[src/rtl/key_schedule_gen.sv]
// rtl/key_schedule_gen.sv - AES-128/192/256 round-key generator, one 32-bit word per cycle
// Streams round keys 0..Nr over a valid/ready handshake from a sliding MAX_NK-word window.
module key_schedule_gen #(
  parameter int MAX_NK = 8
) (
  input  logic         i_clk,
  input  logic         i_reset,
  input  logic         i_start,
  input  logic [1:0]   i_mode,
  input  logic [255:0] i_key_in,
  output logic         o_rk_valid,
  input  logic         i_rk_ready,
  output logic [127:0] o_rk_data,
  output logic [3:0]   o_rk_index,
  output logic         o_busy,
  output logic         o_done,
  output logic         o_err
);

  typedef enum logic [1:0] {S_IDLE, S_EXPAND, S_DONE} state_t;

  localparam logic [2047:0] SBOX = {
    128'h637c777bf26b6fc53001672bfed7ab76, 128'hca82c97dfa5947f0add4a2af9ca472c0,
    128'hb7fd9326363ff7cc34a5e5f171d83115, 128'h04c723c31896059a071280e2eb27b275,
    128'h09832c1a1b6e5aa0523bd6b329e32f84, 128'h53d100ed20fcb15b6acbbe394a4c58cf,
    128'hd0efaafb434d338545f9027f503c9fa8, 128'h51a3408f929d38f5bcb6da2110fff3d2,
    128'hcd0c13ec5f974417c4a77e3d645d1973, 128'h60814fdc222a908846eeb814de5e0bdb,
    128'he0323a0a4906245cc2d3ac629195e479, 128'he7c8376d8dd54ea96c56f4ea657aae08,
    128'hba78252e1ca6b4c6e8dd741f4bbd8b8a, 128'h703eb5664803f60e613557b986c11d9e,
    128'he1f8981169d98e949b1e87e9ce5528df, 128'h8ca1890dbfe6426841992d0fb054bb16
  };

  function automatic logic [7:0] sbox(input logic [7:0] x);
    logic [2047:0] sh;
    sh = SBOX << {x, 3'b000};
    return sh[2047:2040];
  endfunction

  function automatic logic [31:0] sub_word(input logic [31:0] w);
    return {sbox(w[31:24]), sbox(w[23:16]), sbox(w[15:8]), sbox(w[7:0])};
  endfunction

  function automatic logic [31:0] key_word(input logic [255:0] k, input logic [2:0] j);
    logic [255:0] sh;
    sh = k << {j, 5'b00000};
    return sh[255:224];
  endfunction

  function automatic logic [7:0] xtime(input logic [7:0] a);
    return {a[6:0], 1'b0} ^ (a[7] ? 8'h1b : 8'h00);
  endfunction

  state_t        r_state, w_state_nxt;
  logic [3:0]    r_nk, r_nr;
  logic [5:0]    r_last, r_i;
  logic [2:0]    r_mod;
  logic [7:0]    r_rcon;
  logic [31:0]   r_win [MAX_NK];
  logic          r_rk_valid, r_err;
  logic [127:0]  r_rk_data;
  logic [3:0]    r_rk_index;

  logic [3:0]    w_nk, w_nr;
  logic          w_illegal, w_accept, w_xfer, w_gen, w_load;
  logic          w_rot_case, w_sub_case, w_key_phase;
  logic [31:0]   w_prev, w_old, w_sub_in, w_sub_out, w_temp, w_new;

  always_comb begin
    w_nk = 4'd0;
    w_nr = 4'd0;
    case (i_mode)
      2'd0:    begin w_nk = 4'd4; w_nr = 4'd10; end
      2'd1:    begin w_nk = 4'd6; w_nr = 4'd12; end
      2'd2:    begin w_nk = 4'd8; w_nr = 4'd14; end
      default: begin w_nk = 4'd0; w_nr = 4'd0;  end
    endcase
  end

  assign w_illegal = (i_mode == 2'd3) || (32'(w_nk) > MAX_NK);
  assign w_accept  = (r_state == S_IDLE) && i_start && !w_illegal;
  assign w_xfer    = r_rk_valid && i_rk_ready;
  assign w_gen     = (r_state == S_EXPAND) && !(r_rk_valid && !i_rk_ready) && (r_i <= r_last);
  assign w_load    = w_gen && (r_i[1:0] == 2'b11);

  always_comb begin
    w_old = r_win[0];
    for (int j = 0; j < MAX_NK; j++) begin
      if (4'(j) == r_nk - 4'd1) w_old = r_win[j];
    end
  end

  // While i < Nk the preloaded window rotates, so w[i-Nk] is already key word i.
  assign w_key_phase = r_i < {2'b00, r_nk};
  assign w_rot_case  = !w_key_phase && (r_mod == 3'd0);
  assign w_sub_case  = !w_key_phase && (r_nk == 4'd8) && (r_mod == 3'd4);
  assign w_prev      = r_win[0];
  assign w_sub_in    = w_rot_case ? {w_prev[23:0], w_prev[31:24]} : w_prev;
  assign w_sub_out   = sub_word(w_sub_in);

  always_comb begin
    w_temp = w_prev;
    if (w_key_phase)     w_temp = 32'h0;
    else if (w_rot_case) w_temp = w_sub_out ^ {r_rcon, 24'h0};
    else if (w_sub_case) w_temp = w_sub_out;
  end

  assign w_new = w_old ^ w_temp;

  always_ff @(posedge i_clk or negedge i_reset) begin
    if (!i_reset) r_state <= S_IDLE;
    else          r_state <= w_state_nxt;
  end

  always_comb begin
    w_state_nxt = r_state;
    case (r_state)
      S_IDLE:   if (w_accept) w_state_nxt = S_EXPAND;
      S_EXPAND: if (w_xfer && (r_rk_index == r_nr)) w_state_nxt = S_DONE;
      S_DONE:   w_state_nxt = S_IDLE;
      default:  w_state_nxt = S_IDLE;
    endcase
  end

  always_ff @(posedge i_clk or negedge i_reset) begin
    if (!i_reset) begin
      r_nk       <= '0;
      r_nr       <= '0;
      r_last     <= '0;
      r_i        <= '0;
      r_mod      <= '0;
      r_rcon     <= '0;
      r_rk_valid <= 1'b0;
      r_rk_data  <= '0;
      r_rk_index <= '0;
      r_err      <= 1'b0;
      for (int j = 0; j < MAX_NK; j++) r_win[j] <= '0;
    end else begin
      r_err <= (r_state == S_IDLE) && i_start && w_illegal;
      if (w_accept) begin
        r_nk   <= w_nk;
        r_nr   <= w_nr;
        r_last <= {w_nr, 2'b11};
        r_i    <= '0;
        r_mod  <= '0;
        r_rcon <= 8'h01;
        // Slot Nk-1 holds key word 0 so the first Nk cycles emit the key in order.
        for (int s = 0; s < MAX_NK; s++) begin
          if (s < int'(w_nk)) r_win[s] <= key_word(i_key_in, 3'(int'(w_nk) - 1 - s));
          else                r_win[s] <= '0;
        end
      end else begin
        if (w_xfer) r_rk_valid <= 1'b0;
        if (w_gen) begin
          r_win[0] <= w_new;
          for (int j = 1; j < MAX_NK; j++) r_win[j] <= r_win[j-1];
          r_i   <= r_i + 6'd1;
          r_mod <= ({1'b0, r_mod} == r_nk - 4'd1) ? 3'd0 : r_mod + 3'd1;
          if (w_rot_case) r_rcon <= xtime(r_rcon);
        end
        if (w_load) begin
          r_rk_data  <= {r_win[2], r_win[1], r_win[0], w_new};
          r_rk_index <= r_i[5:2];
          r_rk_valid <= 1'b1;
        end
      end
    end
  end

  assign o_rk_valid = r_rk_valid;
  assign o_rk_data  = r_rk_data;
  assign o_rk_index = r_rk_index;
  assign o_busy     = (r_state == S_EXPAND);
  assign o_done     = (r_state == S_DONE);
  assign o_err      = r_err;

endmodule

[config.mk]
export PLATFORM = sky130hd
export DESIGN_NAME = key_schedule_gen
export DESIGN_NICKNAME = d
export VERILOG_FILES = /design/src/rtl/key_schedule_gen.sv
export SDC_FILE = /design/constraint.sdc
export NUM_CORES = 2
export LEC_CHECK = 0
export ABC_AREA = 1
export CAP_MARGIN = 20
export CORE_MARGIN = 2
export CORE_UTILIZATION = 59
export CTS_BUF_LIST = sky130_fd_sc_hd__clkbuf_4
export DETAILED_ROUTE_END_ITERATION = 16
export HOLD_SLACK_MARGIN = 0.1
export PLACE_DENSITY = 0.91
export RECOVER_POWER = 100
export SLEW_MARGIN = 25
export SYNTH_ARGS = -nofsm -noshare
export SYNTH_HDL_FRONTEND = slang
export SYNTH_SLANG_ARGS = --single-unit
[constraint.sdc]
create_clock -name i_clk -period 4.2 [get_ports i_clk]
set_input_delay 1.26 -clock i_clk [delete_from_list [all_inputs] [get_ports i_clk]]
set_output_delay 1.26 -clock i_clk [all_outputs]
set_load 0.01 [all_outputs]
==> results of run 1 <==
[logic make-up after synthesis]
group / after synthesis / synth area share (%)
fa+ha+maj: 72 / 2.403
flops: 416 / 27.77
xor+xnor: 8 / 0.1869
compound gates: 1477 / 22.39
buf+inv: 1037 / 11.31
simple gates: 3209 / 35.94
[routing by layer]
| metal | GRT overflow | global-route usage, % |
|---|---|---|
| met1 | 0 | 57.58 |
| met5 | 0 | 11.11 |
| met2 | 1 | 65.05 |
| met4 | 0 | 31.64 |
| met3 | 0 | 31.45 |
[through the flow]
stage / cells / instance area [um^2] / util (%) / hold slack [ns]
floorplan: 6219 / 37490 / - / 0.4530
global placement: 7156 / 42190 / 67.00 / 0.4639
detailed placement: 7156 / 42190 / 67.01 / 0.4673
CTS: 7346 / 43560 / 69.18 / 0.4073
==> flow_results.org, run 1 <==
** Placed design
- In this run the tool buffered the top-level ports with 397 buffer cells.
- Detailed placement finished with a half-perimeter wire length of 114200 um.
- Placer's final routability congestion estimate :: 1.430
- Worst setup slack after placement :: 0.08586 ns

** CTS
- For this design, the CTS-stage hold fixing added 0 buffers.
- H-tree depth reported by CTS :: 3
- Counting along the longest clock path gives a buffer depth of 3.
- Post_cts resized :: 0
- Once the clock tree was built, the setup fixing pass inserted 0 buffers.
- The tree built by TritonCTS fans out to 416 sinks.
- The number of clock buffers added by TritonCTS is 109.
- CTS placed an instance of sky130_fd_sc_hd__clkbuf_4 at the clock tree root.

** Yosys
- Number of distinct standard cells referenced by the synthesized netlist :: 45
- Post-synthesis cell area :: 37490 um^2
- sky130_fd_sc_hd__dfrtp_1 takes more of the synthesized area than any other cell.
- Yosys top cell area share :: 27.77%
- Ranked by instance count, the synthesized netlist is headed by sky130_fd_sc_hd__nand2_1 (1748), sky130_fd_sc_hd__nand3_1 (919), sky130_fd_sc_hd__o21ai_0 (782).
- Number of enable-type register cells in the synthesized netlist :: 0
- Average instance area after synthesis :: 6.029 um^2
- Ranked by total cell area, the synthesized netlist is headed by sky130_fd_sc_hd__dfrtp_1 (28%), sky130_fd_sc_hd__nand2_1 (18%), sky130_fd_sc_hd__nand3_1 (12%), sky130_fd_sc_hd__o21ai_0 (10%), sky130_fd_sc_hd__inv_1 (5.6%).
- Post-synthesis cell count :: 6219
- Most frequently used flop master after synthesis :: sky130_fd_sc_hd__dfrtp_1
- Number of warnings reported in the yosys synthesis log :: 0
- In this run, synthesis produced a sequential element count of 416.
- Counting flops with an async set or reset pin after synthesis yields a share of 100.0%.
- Proportion of synthesized chip area in sequential cells :: 27.77%
- The number of nets handed over by synthesis was 6553.
- By instance count, the leading cell after synthesis is sky130_fd_sc_hd__nand2_1.

** GRT
- After global routing the overflow that remains totals 1.
- Across every metal layer, demand over resource in global routing totals 49.27%.
- Entering global routing, the biggest net connects 176 pins.

** Floorplanning
- The initial utilization of the core area, before any placement, comes to 59.54%.
- I/O pin cnt :: 398
- The floorplan step set the die height to 256.1 um.
- Die boundary width :: 256.1 um
- Row cnt :: 92

** Run status
- The run stopped with a tool error.
- The flow halted during 5_1_grt.
- The tool reported: "[ERROR GRT-0232] Routing congestion too high. Check the congestion heatmap in the GUI".
==> run 2, diff against run 1 <==
--- a/config.mk
+++ b/config.mk
@@ -8,11 +8,9 @@
 export ABC_AREA = 1
 export CAP_MARGIN = 20
 export CORE_MARGIN = 2
-export CORE_UTILIZATION = 59
-export CTS_BUF_LIST = sky130_fd_sc_hd__clkbuf_4
+export CORE_UTILIZATION = 40
 export DETAILED_ROUTE_END_ITERATION = 16
-export HOLD_SLACK_MARGIN = 0.1
-export PLACE_DENSITY = 0.91
+export PLACE_DENSITY_LB_ADDON = 0.15
 export RECOVER_POWER = 100
 export SLEW_MARGIN = 25
 export SYNTH_ARGS = -nofsm -noshare
==> flow_results.org, run 2 <==
** Placed design
- The HPWL after detailed placement is 144800 um.
- Count of port buffers added during placement :: 397
- The congestion estimate from routability-driven global placement came to 1.074.
- Cell area after placement :: 43960 um^2

** Floorplanning
- The core region is 93050 um^2.
- Die boundary width :: 310.2 um
- In this run the count of I/O pins placed on the die edge is 398.
- In this run the core area contains 112 standard-cell rows.
- The initial utilization of the core area, before any placement, comes to 40.29%.
- Die Area :: 96200 um^2
- The die is 310.2 um tall.

** Finish
- The top cell types in the final layout, fill and taps aside, are sky130_fd_sc_hd__nand2_1 (1740), sky130_fd_sc_hd__nand3_1 (916), sky130_fd_sc_hd__o21ai_0 (782), sky130_fd_sc_hd__inv_1 (559), sky130_fd_sc_hd__nor2_1 (433).
- After filler insertion, the fill cell instance count of the layout stands at 9848.
- Final Net Count :: 6847
- Area of the multi-input gates :: 23050 um^2
- The sequential cells in the finished layout cover a total of 10410 um^2.
- Cells with a size suffix above 1 make up 7.304% of the layout.
- Register containing the most flip-flops in the final layout :: r_win
- Post-Layout Inst Area :: 45390 um^2
- Compared with the post-synthesis result, the final layout area differs by 21.07%.
- The register with the most flip-flops in the layout has 224 of them.
- The library cell used most frequently in the layout, excluding fill and tap cells, is sky130_fd_sc_hd__nand2_1.

** Setup path
- Path type of the worst setup path :: flop to flop
- The worst setup path is launched from a flop.
- The slowest stage of the critical path is the sky130_fd_sc_hd__dfrtp_1 cell.
- WP data arrival :: 4.59 ns
- Largest stage delay on the critical path :: 0.35 ns
- Worst-path fanout max :: 20
- Worst path cell trace :: inv_1 -> ha_1 -> nand2_1 -> nand2_1 -> nor2_1 -> nand2_2 -> nand2_8 -> buf_4 -> o21ai_4 -> buf_4 -> ha_1 -> inv_1 -> nand2_1 -> buf_4 -> nand2_1 -> nand3_1 -> nand2_1 -> nand2_1 -> nand3_1 -> nand3_1 -> nand3_1 -> nand3b_1 -> nand3_1 -> nand2_1
- Crit path top cell by count :: sky130_fd_sc_hd__nand2_1
- Buf+Inv Stages, Crit Path :: 5
- Crit path max-delay family :: simple AND/OR/NAND/NOR gates
- For the worst setup path, the data required time is 4.67 ns.
- STA classifies the critical path endpoint as a flop.

** Yosys
- Counting every net in the synthesized netlist gives 6553.
- Yosys reg bits :: 416
- In this run the cell area of the synthesized design comes to 37490 um^2.
- Cell with the most instances after synthesis :: sky130_fd_sc_hd__nand2_1
- The number of different library cells used by synthesis comes to 45.
- By area the synthesized netlist is led by sky130_fd_sc_hd__dfrtp_1 (28%), sky130_fd_sc_hd__nand2_1 (18%), sky130_fd_sc_hd__nand3_1 (12%), sky130_fd_sc_hd__o21ai_0 (10%), sky130_fd_sc_hd__inv_1 (5.6%).
- After synthesis, the share of flip-flops with an asynchronous set or reset is 100.0%.
- Number of enable-type register cells in the synthesized netlist :: 0
- Average instance area after synthesis :: 6.029 um^2
- After synthesis, the most frequently instantiated cells are sky130_fd_sc_hd__nand2_1 (1748), sky130_fd_sc_hd__nand3_1 (919), sky130_fd_sc_hd__o21ai_0 (782).
- Counting every instance in the synthesized netlist gives 6219.
- Yosys top cell area share :: 27.77%
- Number of warnings reported in the yosys synthesis log :: 0
- sky130_fd_sc_hd__dfrtp_1 takes more of the synthesized area than any other cell.
- Most frequently used flop master after synthesis :: sky130_fd_sc_hd__dfrtp_1
- Proportion of synthesized chip area in sequential cells :: 27.77%

** CTS
- Number of setup buffers added after CTS :: 0
- Number of buffers created by CTS :: 45
- Latest clock arrival within the worst-skew pair :: 0.60 ns
- Buffer depth of the longest clock path :: 3
- Post_cts resized :: 0
- Root Driver :: sky130_fd_sc_hd__clkbuf_16
- Clock-pin transition on the worst setup and hold timing paths :: 0.07 ns
- Hold repair after CTS inserted 0 buffers.
- TritonCTS built the clock tree.
- H-tree depth reported by CTS :: 2
- Clock sink count :: 416

** Timing
- At the pin with the least slew margin, the transition time is 2.597 ns.
- Share of the clock period used by the worst path after layout :: 98.06%
- Largest clock skew in the final design :: 0.02705 ns
- Setup violations remaining at the end of the flow were counted as 0.
- The number of endpoints with negative hold slack in the final report is 0.
- Unrepaired setup endpoints after global routing :: yes
- In this run the tightest slew margin relative to its limit is -73.14%.
- FMAX :: 0.2428 GHz
- The total count of max-transition violations in the final report is 80.
- Min cycle time layout :: 4.119 ns

** Routing
- Dividing the detail-routed wire length by the instance count gives 24.83 um.
- Final routed DRC violation total :: 0
- Dividing the detail-routed via count by the number of cells gives 6.044.
- After detailed routing, the total wire length is 193700 um.
- Number of nets still failing antenna checks after routing :: 0
- The pre-antenna-repair detailed-routing pass consisted of 9 iterations.
- Via count :: 47150
- Drt initial violations :: 7226

** GRT
- The via count of the first global-routing pass is 43090.
- The first global-routing pass estimated 283900 um of wire.
- Entering global routing, the biggest net connects 154 pins.
- Final global-route overflow total :: 0
- Total GRT Usage :: 39.10%
- The initial antenna violation count is 11.

** Min path
- The min-delay analysis places its worst path in the category flop to flop.

** Job
- The tool flagged a number of max-cap violations equal to 1.

** Run status
- The run finished, with violations left.
- The final reports fail on max-capacitance violations, max-slew violations.
## run 2: cell counts after synthesis
No cell type changed its count.
## run 2: kinds of logic (layout without fill, tap and decap cells)
group / count (synthesis) / count (layout) / share of synthesized area (%)
compound gates: 1477 / 1477 / 22.39
flops: 416 / 416 / 27.77
fa+ha+maj: 72 / 72 / 2.403
simple gates: 3209 / 3209 / 35.94
other cells: 0 / 3 / 0
buf+inv: 1037 / 1362 / 11.31
xor+xnor: 8 / 8 / 0.1869
## run 2: path summary, 6_finish.rpt
kind | from | to | slack, ns | cells after the start
worst min register to register | o_rk_data[9] | o_rk_data[9] | 0.48 | 2
max in group asynchronous | i_reset | r_win[206] | 0.55 | 2
min in group asynchronous | i_reset | o_rk_data[120] | 1.40 | 1
worst min-delay path | o_rk_data[9] | o_rk_data[9] | 0.48 | 2
worst max register to register | r_nk[3] | o_rk_data[17] | 0.08 | 24
worst max-delay path | r_nk[3] | o_rk_data[17] | 0.08 | 24
## run 2: cell type report
type / instances / area share (%)
Inverter: 584 / 4.868
Timing Repair Buffer: 700 / 14.50
Antenna cell: 3 / 0.01654
Clock buffer: 63 / 2.919
Clock inverter: 15 / 0.5237
Sequential cell: 416 / 22.93
Multi-Input combinational cell: 4766 / 50.78
Tap cell: 1254 / 3.457
## run 2: stage by stage
stage | setup TNS, ns | hold slack (ns) | instances | setup slack [ns] | util [%]
2_1_floorplan | 0 | 0.4530 | 6219 | 0.8305 | -
3_3_place_gp | 0 | 0.4651 | 7720 | 0.06802 | 47.24
3_5_place_dp | 0 | 0.4729 | 7720 | 0.1492 | 47.24
4_1_cts | 0 | 0.4882 | 7798 | 0.1261 | 48.92
5_1_grt | -0.009495 | 0.5031 | 7799 | -0.009495 | 48.78
6_report | 0 | 0.4768 | 7801 | 0.08134 | 48.78
## run 2: worst register-to-register path, cell delays in order, from the launching register on
cell and delay [ns]:
sky130_fd_sc_hd__dfrtp_1 0.35, sky130_fd_sc_hd__inv_1 0.06, sky130_fd_sc_hd__ha_1 0.31, sky130_fd_sc_hd__nand2_1 0.06
sky130_fd_sc_hd__nand2_1 0.04, sky130_fd_sc_hd__nor2_1 0.12, sky130_fd_sc_hd__nand2_2 0.12, sky130_fd_sc_hd__nand2_8 0.19
sky130_fd_sc_hd__buf_4 0.24, sky130_fd_sc_hd__o21ai_4 0.06, sky130_fd_sc_hd__buf_4 0.19, sky130_fd_sc_hd__ha_1 0.28
sky130_fd_sc_hd__inv_1 0.08, sky130_fd_sc_hd__nand2_1 0.35, sky130_fd_sc_hd__buf_4 0.34, sky130_fd_sc_hd__nand2_1 0.12
sky130_fd_sc_hd__nand3_1 0.11, sky130_fd_sc_hd__nand2_1 0.10, sky130_fd_sc_hd__nand2_1 0.06, sky130_fd_sc_hd__nand3_1 0.15
sky130_fd_sc_hd__nand3_1 0.10, sky130_fd_sc_hd__nand3_1 0.13, sky130_fd_sc_hd__nand3b_1 0.11, sky130_fd_sc_hd__nand3_1 0.24
sky130_fd_sc_hd__nand2_1 0.08
## run 2: metal layers
layer	track usage, %	routed length (um)	up-vias
li1	-	-	21380
met1	54.50	80180	22020
met5	0	79	-
met2	58.38	81870	3167
met4	16.46	9757	12
met3	8.296	21820	573
Power of run 2 is not shown: default switching activity piles up to over one toggle a cycle in this logic, so the estimate is an artifact.
